<file path="src/rtl/sub64_pipe_if.sv">
// Operand/result stream bundle for the pipelined subtractor.
// The master drives operands and result-ready; the slave is the pipeline.
interface sub64_pipe_if #(
    parameter int WIDTH = 64
);
    logic             in_valid;
    logic             in_ready;
    logic [WIDTH-1:0] A;
    logic [WIDTH-1:0] B;
    logic             bin;
    logic             out_valid;
    logic             out_ready;
    logic [WIDTH-1:0] diff;
    logic             bout;
    logic             zero;
    logic             ovf;

    modport master (
        output in_valid, A, B, bin, out_ready,
        input  in_ready, out_valid, diff, bout, zero, ovf
    );

    modport slave (
        input  in_valid, A, B, bin, out_ready,
        output in_ready, out_valid, diff, bout, zero, ovf
    );
endinterface

</file>
<file path="src/rtl/sub64_pipe.sv">
// Pipelined A - B - bin, one 16-bit slice per stage, computed as A + ~B + ~bin.
// Valid/ready stream with a combinational ready chain; bubbles collapse under stall.
module sub64_pipe #(
    parameter int WIDTH  = 64,
    parameter int NSTAGE = 4
) (
    input  logic        clk,
    input  logic        rst_n,
    sub64_pipe_if.slave bus
);
    localparam int SW = 16;

    logic [NSTAGE:1]   v_q;
    logic [NSTAGE:1]   adv;
    logic [NSTAGE:1]   v_src;
    logic [WIDTH-1:0]  r_q   [1:NSTAGE];
    logic [WIDTH-1:0]  r_src [1:NSTAGE];
    logic [WIDTH-1:0]  r_d   [1:NSTAGE];
    // Stage NSTAGE consumes the last operand slice, so it keeps no operands or carry.
    logic [WIDTH-1:0]  a_q   [1:NSTAGE-1];
    logic [WIDTH-1:0]  b_q   [1:NSTAGE-1];
    logic [WIDTH-1:0]  a_src [1:NSTAGE];
    logic [WIDTH-1:0]  b_src [1:NSTAGE];
    logic [NSTAGE-1:1] c_q;
    logic [NSTAGE-1:1] am_q;
    logic [NSTAGE-1:1] bm_q;
    logic [NSTAGE:1]   c_src;
    logic [NSTAGE:1]   c_d;
    logic [NSTAGE:1]   am_src;
    logic [NSTAGE:1]   bm_src;
    logic              bout_q, zero_q, ovf_q;
    logic              bout_d, zero_d, ovf_d;

    always_comb begin
        logic          full;
        logic [SW:0]   sum;
        full = 1'b1;
        sum  = '0;
        // A stage stalls only if it and every stage after it are occupied.
        for (int k = 1; k <= NSTAGE; k++) begin
            full = 1'b1;
            for (int j = k; j <= NSTAGE; j++) begin
                full = full & v_q[j];
            end
            adv[k] = !full || bus.out_ready;
        end

        v_src[1]  = bus.in_valid && adv[1];
        a_src[1]  = bus.A;
        b_src[1]  = bus.B;
        r_src[1]  = '0;
        c_src[1]  = ~bus.bin;
        am_src[1] = bus.A[WIDTH-1];
        bm_src[1] = bus.B[WIDTH-1];
        for (int k = 2; k <= NSTAGE; k++) begin
            v_src[k]  = v_q[k-1];
            a_src[k]  = a_q[k-1];
            b_src[k]  = b_q[k-1];
            r_src[k]  = r_q[k-1];
            c_src[k]  = c_q[k-1];
            am_src[k] = am_q[k-1];
            bm_src[k] = bm_q[k-1];
        end

        for (int k = 1; k <= NSTAGE; k++) begin
            sum = {1'b0, a_src[k][SW*k-1 -: SW]} + {1'b0, ~b_src[k][SW*k-1 -: SW]}
                + {{SW{1'b0}}, c_src[k]};
            r_d[k] = r_src[k];
            r_d[k][SW*k-1 -: SW] = sum[SW-1:0];
            c_d[k] = sum[SW];
        end

        bout_d = ~c_d[NSTAGE];
        zero_d = (r_d[NSTAGE] == '0);
        ovf_d  = (am_src[NSTAGE] ^ bm_src[NSTAGE]) & (am_src[NSTAGE] ^ r_d[NSTAGE][WIDTH-1]);
    end

    always_ff @(posedge clk or negedge rst_n) begin
        if (!rst_n) begin
            v_q    <= '0;
            c_q    <= '0;
            am_q   <= '0;
            bm_q   <= '0;
            bout_q <= 1'b0;
            zero_q <= 1'b0;
            ovf_q  <= 1'b0;
            for (int k = 1; k <= NSTAGE; k++) begin
                r_q[k] <= '0;
            end
            for (int k = 1; k < NSTAGE; k++) begin
                a_q[k] <= '0;
                b_q[k] <= '0;
            end
        end else begin
            for (int k = 1; k <= NSTAGE; k++) begin
                if (adv[k]) begin
                    v_q[k] <= v_src[k];
                    r_q[k] <= r_d[k];
                end
            end
            for (int k = 1; k < NSTAGE; k++) begin
                if (adv[k]) begin
                    a_q[k]  <= a_src[k];
                    b_q[k]  <= b_src[k];
                    c_q[k]  <= c_d[k];
                    am_q[k] <= am_src[k];
                    bm_q[k] <= bm_src[k];
                end
            end
            // Flags load with the final slice so they always describe the presented diff.
            if (adv[NSTAGE]) begin
                bout_q <= bout_d;
                zero_q <= zero_d;
                ovf_q  <= ovf_d;
            end
        end
    end

    assign bus.in_ready  = adv[1];
    assign bus.out_valid = v_q[NSTAGE];
    assign bus.diff      = r_q[NSTAGE];
    assign bus.bout      = bout_q;
    assign bus.zero      = zero_q;
    assign bus.ovf       = ovf_q;
endmodule

</file>
<file path="src/flat_wrapper.sv">
// flat-port wrapper written by rule: the top's interface ports become plain ports
module sub64_pipe_flat 
#(
    parameter int WIDTH  = 64,
    parameter int NSTAGE = 4
)
  (clk, rst_n, bus_in_valid, bus_A, bus_B, bus_bin, bus_out_ready, bus_in_ready, bus_out_valid, bus_diff, bus_bout, bus_zero, bus_ovf);
  sub64_pipe_if #(.WIDTH(WIDTH)) bus_i ();
  input  logic clk;
  input  logic rst_n;
  input wire logic [$bits(bus_i.in_valid)-1:0] bus_in_valid;
  input wire logic [$bits(bus_i.A)-1:0] bus_A;
  input wire logic [$bits(bus_i.B)-1:0] bus_B;
  input wire logic [$bits(bus_i.bin)-1:0] bus_bin;
  input wire logic [$bits(bus_i.out_ready)-1:0] bus_out_ready;
  output wire logic [$bits(bus_i.in_ready)-1:0] bus_in_ready;
  output wire logic [$bits(bus_i.out_valid)-1:0] bus_out_valid;
  output wire logic [$bits(bus_i.diff)-1:0] bus_diff;
  output wire logic [$bits(bus_i.bout)-1:0] bus_bout;
  output wire logic [$bits(bus_i.zero)-1:0] bus_zero;
  output wire logic [$bits(bus_i.ovf)-1:0] bus_ovf;
  assign bus_i.in_valid = bus_in_valid;
  assign bus_i.A = bus_A;
  assign bus_i.B = bus_B;
  assign bus_i.bin = bus_bin;
  assign bus_i.out_ready = bus_out_ready;
  assign bus_in_ready = bus_i.in_ready;
  assign bus_out_valid = bus_i.out_valid;
  assign bus_diff = bus_i.diff;
  assign bus_bout = bus_i.bout;
  assign bus_zero = bus_i.zero;
  assign bus_ovf = bus_i.ovf;
  sub64_pipe #(.WIDTH(WIDTH), .NSTAGE(NSTAGE)) u_core (.clk(clk), .rst_n(rst_n), .bus(bus_i));
endmodule
</file>
<file path="config.mk">
export PLATFORM = sky130hd
export DESIGN_NAME = sub64_pipe_flat
export DESIGN_NICKNAME = d
export VERILOG_FILES = /design/src/rtl/sub64_pipe_if.sv /design/src/rtl/sub64_pipe.sv /design/src/flat_wrapper.sv
export SDC_FILE = /design/constraint.sdc
export NUM_CORES = 1
export LEC_CHECK = 0
export ABC_AREA = 1
export CORE_AREA = 10 10 198 237
export CTS_BUF_LIST = sky130_fd_sc_hd__clkbuf_4 sky130_fd_sc_hd__clkbuf_8
export DETAILED_ROUTE_END_ITERATION = 8
export DIE_AREA = 0 0 208 247
export PLACE_DENSITY = 0.64
export SETUP_SLACK_MARGIN = 0.3
export SLEW_MARGIN = 10
export SYNTH_ARGS = -nofsm -noshare
export SYNTH_HDL_FRONTEND = slang
export SYNTH_SLANG_ARGS = --single-unit
</file>
<file path="constraint.sdc">
create_clock -name clk -period 4.2 [get_ports clk]
set_input_delay 0.63 -clock clk [delete_from_list [all_inputs] [get_ports clk]]
set_output_delay 0.63 -clock clk [all_outputs]
set_load 0.01 [all_outputs]
</file>
======== Yosys cells after proc, flatten, opt, wreduce, memory -nomap -nowiden ========
Cells that the tools add are included.
word-level totals
  output and inout port bits .............. 69
  input bits .............................. 133
  bits in writable memories ............... 0
  logic and storage cells ................. 59
  register bits ........................... 560
  bits in latches ......................... 0
  memories kept ........................... 0
  ROM bits ................................ 0
cells by class
  order comparisons ....................... 0
  eq/ne operators ......................... 0
  reduce and logical (&&, ||, !) cells .... 10
  multipliers ............................. 0
  shifts and indexed selects .............. 0
  bitwise operators ....................... 15
  multiplexer cells ....................... 0
  divide/modulo/power cells ............... 0
  $add $sub $neg .......................... 8
operators with widths
  kind                     count
  adder 16 x 16 -> 17 bit  4
  adder 17 x 1 -> 17 bit   4
  logical NOT 64 bit       1
  NOT 16 bit               4
  AND 1 bit                7
  logical NOT 1 bit        4
  logical OR 1 bit         4
  NOT 1 bit                2
  XOR 1 bit                2
  logical AND 1 bit        1

======== Longest topological paths before layout ========
Gate-level depths: netlist of the first run.
  depth in word-level cells ............... 6
  gate-level depth with buffers ........... 16

======== Least setup slack after synthesis of the first run ========
Ideal clock, no wire load.
  path type ............................... input port to flip-flop
  start ................................... input bus_bin
  end ..................................... register u_core.r_q, in the netlist u_core.r_d[138]
  stages on the path ...................... 8
  buffers on the path ..................... 0
  library setup time ...................... 83 ps
  required time ........................... 4,117 ps
  setup slack ............................. 1,669 ps
  arrival ................................. 2,448 ps
  cell sequence ........................... fa_1 fa_1 o21ai_0 a21boi_0 nor2_1 o21ai_0 xor2_1 o21ai_0
on the way
  word-level cells in the longest chain between the ends .. 2
RTL lines
  what                           RTL line            source
  start, declared                flat_wrapper.sv:14  input wire logic [$bits(bus_i.bin)-1:0] bus_bin;
  NOT 1 bit                      sub64_pipe.sv:52    c_src[1] = ~bus.bin;
  adder 17 x 1 -> 17 bit         sub64_pipe.sv:67    + {{SW{1'b0}}, c_src[k]};
  end signal, assigned by index  sub64_pipe.sv:98    r_q[k] <= r_d[k];
  end, declared                  sub64_pipe.sv:16    logic [WIDTH-1:0] r_q [1:NSTAGE];
No other way between the ends.
A chain may end at the register's enable or synchronous reset.

======== Worst setup path in the final report of the first run ========
  start ................................... input bus_out_ready
  end ..................................... output bus_in_ready
on the way
  word-level cells in the longest chain between the ends .. 1
RTL lines
  what              RTL line            source
  start, declared   flat_wrapper.sv:15  input wire logic [$bits(bus_i.out_ready)-1:0] bus_out_ready;
  logical OR 1 bit  sub64_pipe.sv:45    adv[k] = !full || bus.out_ready;
  end, declared     flat_wrapper.sv:16  output wire logic [$bits(bus_i.in_ready)-1:0] bus_in_ready;
No other way between the ends.

==> results of run 1 <==
-- path summary, 6_finish.rpt --
path                                       startpoint                         endpoint  depth (start not counted)
max in group asynchronous                       rst_n  u_core.bus.diff[34]$_DFFE_PN0P_                          2
hold reg to reg            u_core.r_d[85]$_DFFE_PN0P_       u_core.r_d[21]$_DFFE_PN0P_                          2
hold / removal                                  rst_n      u_core.a_q[180]$_DFFE_PN0N_                          1
setup reg to reg           u_core.b_q[96]$_DFFE_PN0P_       u_core.r_d[42]$_DFFE_PN0P_                         10
min in group clk           u_core.r_d[85]$_DFFE_PN0P_       u_core.r_d[21]$_DFFE_PN0P_                          2
setup / recovery                        bus_out_ready                     bus_in_ready                         10
-- metal layers --
| layer | track usage (%) | wire length [um] | up-vias | part of all wire (%) |
|---|---|---|---|---|
| li1 | - | - | 6690 | - |
| met1 | 19.9 | 18500 | 6147 | 43 |
| met2 | 28.5 | 21200 | 266 | 50 |
| met3 | 3.31 | 1930 | 63 | 4.5 |
| met4 | 5.55 | 1120 | 0 | 2.6 |
| met5 | 0 | 0 | - | 0 |
-- critical path, stage by stage --
cell and delay [ps]:
clkdlybuf4s50_1 510, nor2_4 60, inv_2 70, nor2_4 40, inv_2 70, nor2_4 40, inv_4 60, nor2_4 40
inv_4 350, clkdlybuf4s50_1 640
-- cell usage in the layout, fill, tap and decap left out, types with 25 or more instances in the layout --
cell type	count
ha_1	60
clkbuf_8	81
nand2_1	783
dfrtp_1	362
nor2_1	75
clkbuf_4	25
o21ai_0	203
nand3_1	45
inv_1	199
clkdlybuf4s50_1	200
a21oi_1	47
-- per-stage QoR --
stage	area (um^2)	util, %	setup slack [ps]	hold slack, ps
finish	20600	48.6	1010	68.4
global route	20600	48.6	903	115
CTS	20600	48.6	1000	93.9
detailed placement	19300	45.5	978	459
global placement	19300	45.5	1030	455
floorplan	16700	-	1670	334
-- kinds of logic (layout without fill, tap and decap cells) --
logic type | after synthesis | count (layout) | synth area share, %
AND/OR/NAND/NOR | 935 | 935 | 22.0
AO/OA/AOI/OAI | 314 | 314 | 10.0
flip-flops | 362 | 362 | 54.2
XOR/XNOR | 35 | 35 | 1.83
buffers and inverters | 279 | 530 | 6.49
adder cells (fa/ha/maj) | 68 | 68 | 5.45
-- sequential cells by signal (all words and copies together), names as in the netlist --
signal,count
u_core.bus.zero,1
u_core.bm_q,3
u_core.bus.ovf,1
u_core.bus.bout,1
u_core.b_q,93
u_core.v_q,4
u_core.a_q,93
u_core.am_q,3
u_core.r_d,96
u_core.c_q,3
u_core.bus.diff,64
-- report_power, final --
| group | internal, mW | total, mW | switching (mW) | leakage, nW |
|---|---|---|---|---|
| combinational | 1.51 | 3.61 | 2.10 | 5.33 |
| clock | 1.93 | 3.30 | 1.38 | 0.706 |
| sequential | 4.40 | 4.95 | 0.555 | 4.36 |
| total | 7.84 | 11.9 | 4.03 | 10.4 |
-- area by class of cell --
type	instances	area [um^2]	share of cell area [%]
multi-input cells	1352	6570	31.9
repair buffers	218	2180	10.6
well taps	552	691	3.35
clock inverters	3	21.3	0.103
clock buffers	106	1300	6.33
flip-flops and latches	362	9060	44.0
inverters	203	767	3.72
-- synth_stat cells, drive strengths merged --
library cell	number
a221oi	5
o21a	2
nor2	79
inv	203
clkbuf	47
xnor2	11
nor3b	1
nor3	6
o21bai	8
nor4	1
a21boi	3
or2	4
a31oi	11
xor2	24
a21o	8
nand4	5
a21oi	47
nand2	783
ha	60
buf	29
a211oi	4
nand3b	10
o21ai	221
fa	8
o31ai	5
dfrtp	362
and2	1
nand3	45
==> summary.txt, run 1 <==
Outcome: finished clean
Crit path time final: 3190 ps
CTS sink cnt: 362
CTS Hold Bufs: 0
Worst setup path category: input pin to output port
Worst slew pin tran: 1050 ps
Fillers: 4151
Inserted Diodes: 0
Initial DRT Pass Iterations: 5
Max_slew headroom: 30.1%
Area fraction of the dominant cell type after synthesis: 54.2%
Core ar.: 42400 um^2
Fin. max-slew vios: 0
CTS max path bufs: 3
Initial antenna violation count: 0
DP Cell Count: 2687
CP endpoint kind: output port
P&R area growth vs syn: 23.2%
Initial Util: 39.4%
GPL Wtd Cong: 0.900
Largest net degree at the start of global routing: 114
Number of I/O port buffers: 201
Cts bufs inserted: 59
Unique masters post-synth: 33
Max-Cap Viols: 0
Share of layout cells above drive strength 1: 6.19%
Pwr/cell area: 576 nW/um^2
Row Count: 83
Die area: 51400 um^2
Total track usage: 16.4%
Post-Layout Cell Count: 2796
Crit path arrival time: 2560 ps
Ports: 202
Crit Path Max Fanout: 47
Gr ovfl total: 0
Setup TNS: 0 ps
Dpl hpwl: 30.9 mm
RSZ-0062 raised after global routing: false
Synth Instances: 1993
P_leak: 10.4 nW
Post-CTS Resized: 0
Setup violators final: 0
Register-to-register setup slack: 1670 ps
Clock Tree Root: clkbuf_8
Via count: 13.2k
YS warnings: 0
Crit path launch type: input pin
#FFs+latches synth: 362
Syn nets: 2194
ANT nets after route: 0
Die span in y: 247 um
Layout Skew: 25.5 ps
Worst Hold Class: input pin to asynchronous set/reset pin
Routed len/inst: 15.3 um
Seq/Total Area, Yosys: 54.2%
Clock Latency Late Sink: 610 ps
CTS tree: done
Vias per cell: 4.71
Htree depth: 2
Fin nets: 2397
Final Hold Viols: 0
First-pass GRT wire length: 69.3 mm
Post-route clock period utilization: 76.0%
Final WL: 42.7 mm
DRC: 0
Largest cells by area after synthesis: dfrtp_1 54%, nand2_1 18%, o21ai_0 6.1%
Avg Inst Size Synth: 8.39 um^2
Clock transition at the registers of the reported paths: 60 ps
Power, Total: 11.9 mW
Post-synth top area cell: dfrtp_1
# Post-CTS Setup Buffers: 0
1st-iter DRT viols: 755
Die X: 208 um
Number of global-route vias before repair: 13.3k
CP required: 3570 ps
Achievable frequency: 0.313 GHz
Mapped cell area: 16700 um^2
Max rail drop VDD: 0.259 mV
(Power assumes the default switching activity.)
==> inputs of run 2 (changes only) <==
==> constraint.sdc (replaced) <==
create_clock -name clk -period 3 [get_ports clk]
set_input_delay 0.45 -clock clk [delete_from_list [all_inputs] [get_ports clk]]
set_output_delay 0.45 -clock clk [all_outputs]
set_load 0.01 [all_outputs]
==> run 2 against run 1 <==
Utilization grew 0.21 points. Largest power group unchanged. Clock-buffer cell count shrank 9. Worst hold slack gained 300 ps.
==> summary.txt, run 2 (same netlist as run 1, synthesis figures left out) <==
Cell chain of the critical path: inv_1 > nor2_4 > inv_2 > nor2_4 > inv_2 > nor2_4 > inv_4 > nor2_4 > inv_4 > dlygate4sd2_1
Row Count: 83
Crit path arrival time: 2050 ps
Worst Hold Class: input pin to register
Layout Skew: 31.9 ps
Multi-input gate area: 6570 um^2
Setup TNS: 0 ps
GPL Wtd Cong: 0.881
ANT nets after route: 0
Pwr/cell area: 808 nW/um^2
Ports: 202
Via count: 13.2k
Initial antenna violation count: 0
Crit Path Max Fanout: 2
P&R area growth vs syn: 23.7%
1st-iter DRT viols: 678
Placement Setup Slack: 218 ps
Fillers: 4207
Post-route clock period utilization: 83.4%
Worst slew pin tran: 868 ps
Routed len/inst: 15.1 um
Die span in y: 247 um
Final Hold Viols: 0
Clock Tree Root: clkbuf_8
Dpl hpwl: 30.7 mm
Setup violators final: 0
Number of I/O port buffers: 201
Htree depth: 2
Most common cell after layout, fill and taps aside: nand2_1
Core ar.: 42400 um^2
Crit path top cell by count: nor2_4
Vias per cell: 4.73
CP required: 2550 ps
Reg area: 9060 um^2
Fin. max-slew vios: 0
Crit. Startpoint: u_core.v_q[4]$_DFFE_PN0P_
P_leak: 10.4 nW
Initial DRT Pass Iterations: 5
Worst r2r src: u_core.c_q[1]$_DFFE_PN0N_
Critical Path Slowest Stage Cell: dfrtp_1
Worst setup path category: register to output port
RSZ-0062 raised after global routing: false
CP endpoint: bus_in_ready
Max stage delay on crit path: 350 ps
CP endpoint kind: output port
Setup WS post-layout: 499 ps
First-pass GRT wire length: 70.0 mm
Max-Cap Viols: 0
Final WL: 42.3 mm
Clock transition at the registers of the reported paths: 60 ps
Die area: 51400 um^2
CTS sink cnt: 362
Inserted Diodes: 0
Share of layout cells above drive strength 1: 6.19%
Register-to-register setup slack: 650 ps
Largest net degree at the start of global routing: 155
Clock Latency Late Sink: 620 ps
R2r endpoint: u_core.r_d[94]$_DFFE_PN0P_
Power, Total: 16.7 mW
Cts bufs inserted: 59
Worst reg2reg path depth: 10
Die X: 208 um
Max reg flops: 96
Crit path launch type: register
CTS max path bufs: 3
Total track usage: 16.4%
Gr ovfl total: 0
Max rail drop VDD: 0.375 mV
Max_slew headroom: 42.2%
Achievable frequency: 0.400 GHz
Fin nets: 2401
Outcome: finished clean
Number of global-route vias before repair: 13.7k
Crit path time final: 2500 ps
DRC: 0
Commonest cells after routing, fill and taps aside: 783 x nand2_1, 362 x dfrtp_1, 201 x o21ai_0
CTS tree: done
Initial Util: 39.4%
[run 2: cell type report]
class                           count  area share (%)
Clock inverter                      9           0.490
Tap cell                          552            3.34
Sequential cell                   362            43.8
Multi-Input combinational cell   1352            31.8
Inverter                          203            3.71
Timing Repair Buffer              222            10.9
Clock buffer                       97            6.00
[run 2: through the flow]
step	instances	utilization, %	hold slack [ps]	area, um^2
final	2797	48.8	370	20700
after global routing	2797	48.8	347	20700
after CTS	2797	48.8	312	20700
after detailed placement	2689	45.6	435	19300
after global placement	2689	45.6	430	19300
after floorplan	1993	-	154	16700
[run 2: routing by layer]
layer	part of all wire, %	global-route usage (%)
met1	43	19.4
met2	50	29.7
met3	3.8	2.88
met4	2.5	5.06
met5	0	0
[run 2: what timing repair did]
action / CTS / global route
hold buffers: 1 / 0
resized for setup: 1 / 2
hold endpoints to repair: 55 / 0
setup endpoints to repair: 1 / 2
pin swaps: 1 / 0
buffers inserted: 1 / 0
[run 2: how the worst min path moves through the flow]
stage	from	endpoint	slack, ps	cells past startpoint
6_report	bus_A[25]	u_core.a_q[153]$_DFFE_PN0N_	370	3
5_1_grt	bus_A[32]	u_core.a_q[160]$_DFFE_PN0N_	350	3
3_3_place_gp	rst_n	u_core.a_q[181]$_DFFE_PN0N_	430	1
3_5_place_dp	rst_n	u_core.a_q[181]$_DFFE_PN0N_	440	1
4_1_cts	bus_A[25]	u_core.a_q[153]$_DFFE_PN0N_	310	3
2_1_floorplan	rst_n	u_core.a_q[100]$_DFFE_PN0P_	150	0
[run 2: critical path, delay by kind of cell, from the launching register on]
family | cells | cell delay, ps
flops | 1 | 350
simple gates | 4 | 490
buf+inv | 6 | 600
[run 2: power by group]
part           internal [mW]  total (mW)  leakage (nW)  switching (mW)
combinational           2.13        5.06          5.36            2.93
clock                   2.77        4.71         0.711            1.94
sequential              6.16        6.94          4.36           0.781
total                   11.1        16.7          10.4            5.65
==> inputs of run 3 (changes only) <==
--- a/config.mk
+++ b/config.mk
@@ -10,7 +10,7 @@
 export CTS_BUF_LIST = sky130_fd_sc_hd__clkbuf_4 sky130_fd_sc_hd__clkbuf_8
 export DETAILED_ROUTE_END_ITERATION = 8
 export DIE_AREA = 0 0 208 247
-export PLACE_DENSITY = 0.64
+export PLACE_DENSITY = 0.66
 export SETUP_SLACK_MARGIN = 0.3
 export SLEW_MARGIN = 10
 export SYNTH_ARGS = -nofsm -noshare
==> constraint.sdc (replaced) <==
create_clock -name clk -period 2.1 [get_ports clk]
set_input_delay 0.315 -clock clk [delete_from_list [all_inputs] [get_ports clk]]
set_output_delay 0.315 -clock clk [all_outputs]
set_load 0.01 [all_outputs]
==> run 3 against run 2 <==
The flow now finishes with violations (setup timing). Design area is 16% higher. Power is 62% higher. Register-to-register slack worse by 880 ps. Highest routed layer unchanged.
==> summary.txt, run 3 (same netlist as run 1, synthesis figures left out) <==
Hold path start: bus_B[0]
Number of global-route vias before repair: 14.4k
Vias per cell: 4.94
Final WL: 52.3 mm
Clock Latency Late Sink: 660 ps
Htree depth: 2
DRC: 0
Crit path arrival time: 2910 ps
Met3 usage: 3.17%
Cell chain of the critical path: inv_2 > fa_2 > inv_2 > fa_2 > nor4_2 > nand4_1 > buf_4 > nor2_4 > nand3_2 > nor2_1 > nand4_1 > nand2_1
Worst Hold Class: input pin to register
Worst r2r src: u_core.c_q[3]$_DFFE_PN0P_
Pwr/cell area: 1130 nW/um^2
Setup WS post-layout: -231 ps
Die X: 208 um
Achievable frequency: 0.429 GHz
Initial DRT Pass Iterations: 5
Register-to-register setup slack: -230 ps
Max-Cap Viols: 0
DP Cell Count: 2755
CTS max path bufs: 3
Most common cell after layout, fill and taps aside: nand2_1
CTS sink cnt: 362
Met1 Usage GRT: 20.1%
Critical Path Slowest Stage Cell: fa_2
Met2 Usage GRT: 31.3%
Crit. Startpoint: u_core.c_q[3]$_DFFE_PN0P_
Core ar.: 42400 um^2
Die span in y: 247 um
R2r endpoint: u_core.bus.zero$_DFFE_PN0P_
Max stage delay on crit path: 460 ps
Busiest layer in global routing: met2
Die area: 51400 um^2
Ports: 202
Largest net degree at the start of global routing: 118
Crit path time final: 2330 ps
Worst setup path category: register to register
Share of layout cells above drive strength 1: 24.0%
WHS: 104 ps
Fin nets: 2532
Final Hold Viols: 0
Failing checks: setup timing
Total track usage: 17.3%
Layout Skew: 21.4 ps
1st-iter DRT viols: 901
Crit Path Max Fanout: 2
Clock transition at the registers of the reported paths: 70 ps
CP endpoint kind: register
Via count: 14.5k
Initial Util: 39.4%
GPL Wtd Cong: 0.975
ANT nets after route: 0
CP endpoint: u_core.bus.zero$_DFFE_PN0P_
Number of I/O port buffers: 201
Post-route clock period utilization: 111%
Routed len/inst: 17.8 um
Row Count: 83
First-pass GRT wire length: 73.1 mm
RSZ-0062 raised after global routing: true
Dpl hpwl: 31.4 mm
Outcome: finished, violations left
CTS tree: done
Inserted Diodes: 0
Max rail drop VDD: 0.800 mV
Power, Total: 27.1 mW
Setup violators final: 6
Clock Tree Root: clkbuf_8
P&R area growth vs syn: 43.1%
Post-Layout Cell Count: 2931
Worst slew pin tran: 665 ps
CP required: 2680 ps
Cts bufs inserted: 59
P_leak: 12.2 nW
Fin. max-slew vios: 0
Max_slew headroom: 55.7%
Initial antenna violation count: 0
Crit path launch type: register
Commonest cells after routing, fill and taps aside: 606 x nand2_1, 362 x dfrtp_1, 191 x inv_1
Setup TNS: -664 ps
Worst reg2reg path depth: 12
Gr ovfl total: 0
Max reg flops: 96
[run 3: critical path: cells and delay by family, from the launching register on]
| family | cells | cell delay (ps) |
|---|---|---|
| adders and majority gates | 2 | 840 |
| buffers and inverters | 3 | 310 |
| DFF | 1 | 370 |
| and+or+nand+nor | 7 | 750 |
[run 3: timing repair]
item                                    in CTS  in global routing
pin swaps                                   48                143
endpoints found under the setup margin     160                213
gates resized for setup                    208                377
hold endpoints to repair                    80                  0
gates cloned                                 1                 25
buffers inserted                            20                 20
hold buffers                                 1                  0
[run 3: where the power goes]
part	internal (mW)	switching, mW	total [mW]
combinational	4.49	5.77	10.3
clock	3.93	2.89	6.82
sequential	8.79	1.19	9.99
total	17.2	9.85	27.1
[run 3: layout make-up]
| class | count | area [um^2] |
|---|---|---|
| multi-input combinational | 1352 | 8150 |
| timing repair buffer | 353 | 3910 |
| fill | 3676 | 18500 |
| clock inverter | 18 | 203 |
| inverter | 203 | 767 |
| tap | 552 | 691 |
| sequential | 362 | 9060 |
| clock buffer | 91 | 1130 |
[run 3: how the worst min path moves through the flow]
stage | slack [ps] | cells after the start | endpoint
floorplan | 20 | 0 | u_core.a_q[100]$_DFFE_PN0P_
global route | 90 | 3 | u_core.r_d[128]$_DFFE_PN0N_
global placement | 300 | 1 | u_core.a_q[179]$_DFFE_PN0N_
CTS | 150 | 3 | u_core.a_q[149]$_DFFE_PN0N_
detailed placement | 300 | 1 | u_core.a_q[181]$_DFFE_PN0N_
finish | 100 | 3 | u_core.r_d[128]$_DFFE_PN0N_
[run 3: through the flow]
step	setup slack, ps	utilization (%)	instance area (um^2)
finish	-231	56.4	23900
global route	-331	56.4	23900
CTS	-202	51.6	21800
detailed placement	-512	47.1	19900
global placement	-515	47.1	19900
floorplan	150	-	16800
[run 3: routing by layer]
layer | part of all wire, % | vias up
met2 | 51 | 398
li1 | - | 6971
met1 | 40 | 6996
met3 | 5.3 | 109
met5 | 0 | -
met4 | 3.3 | 0
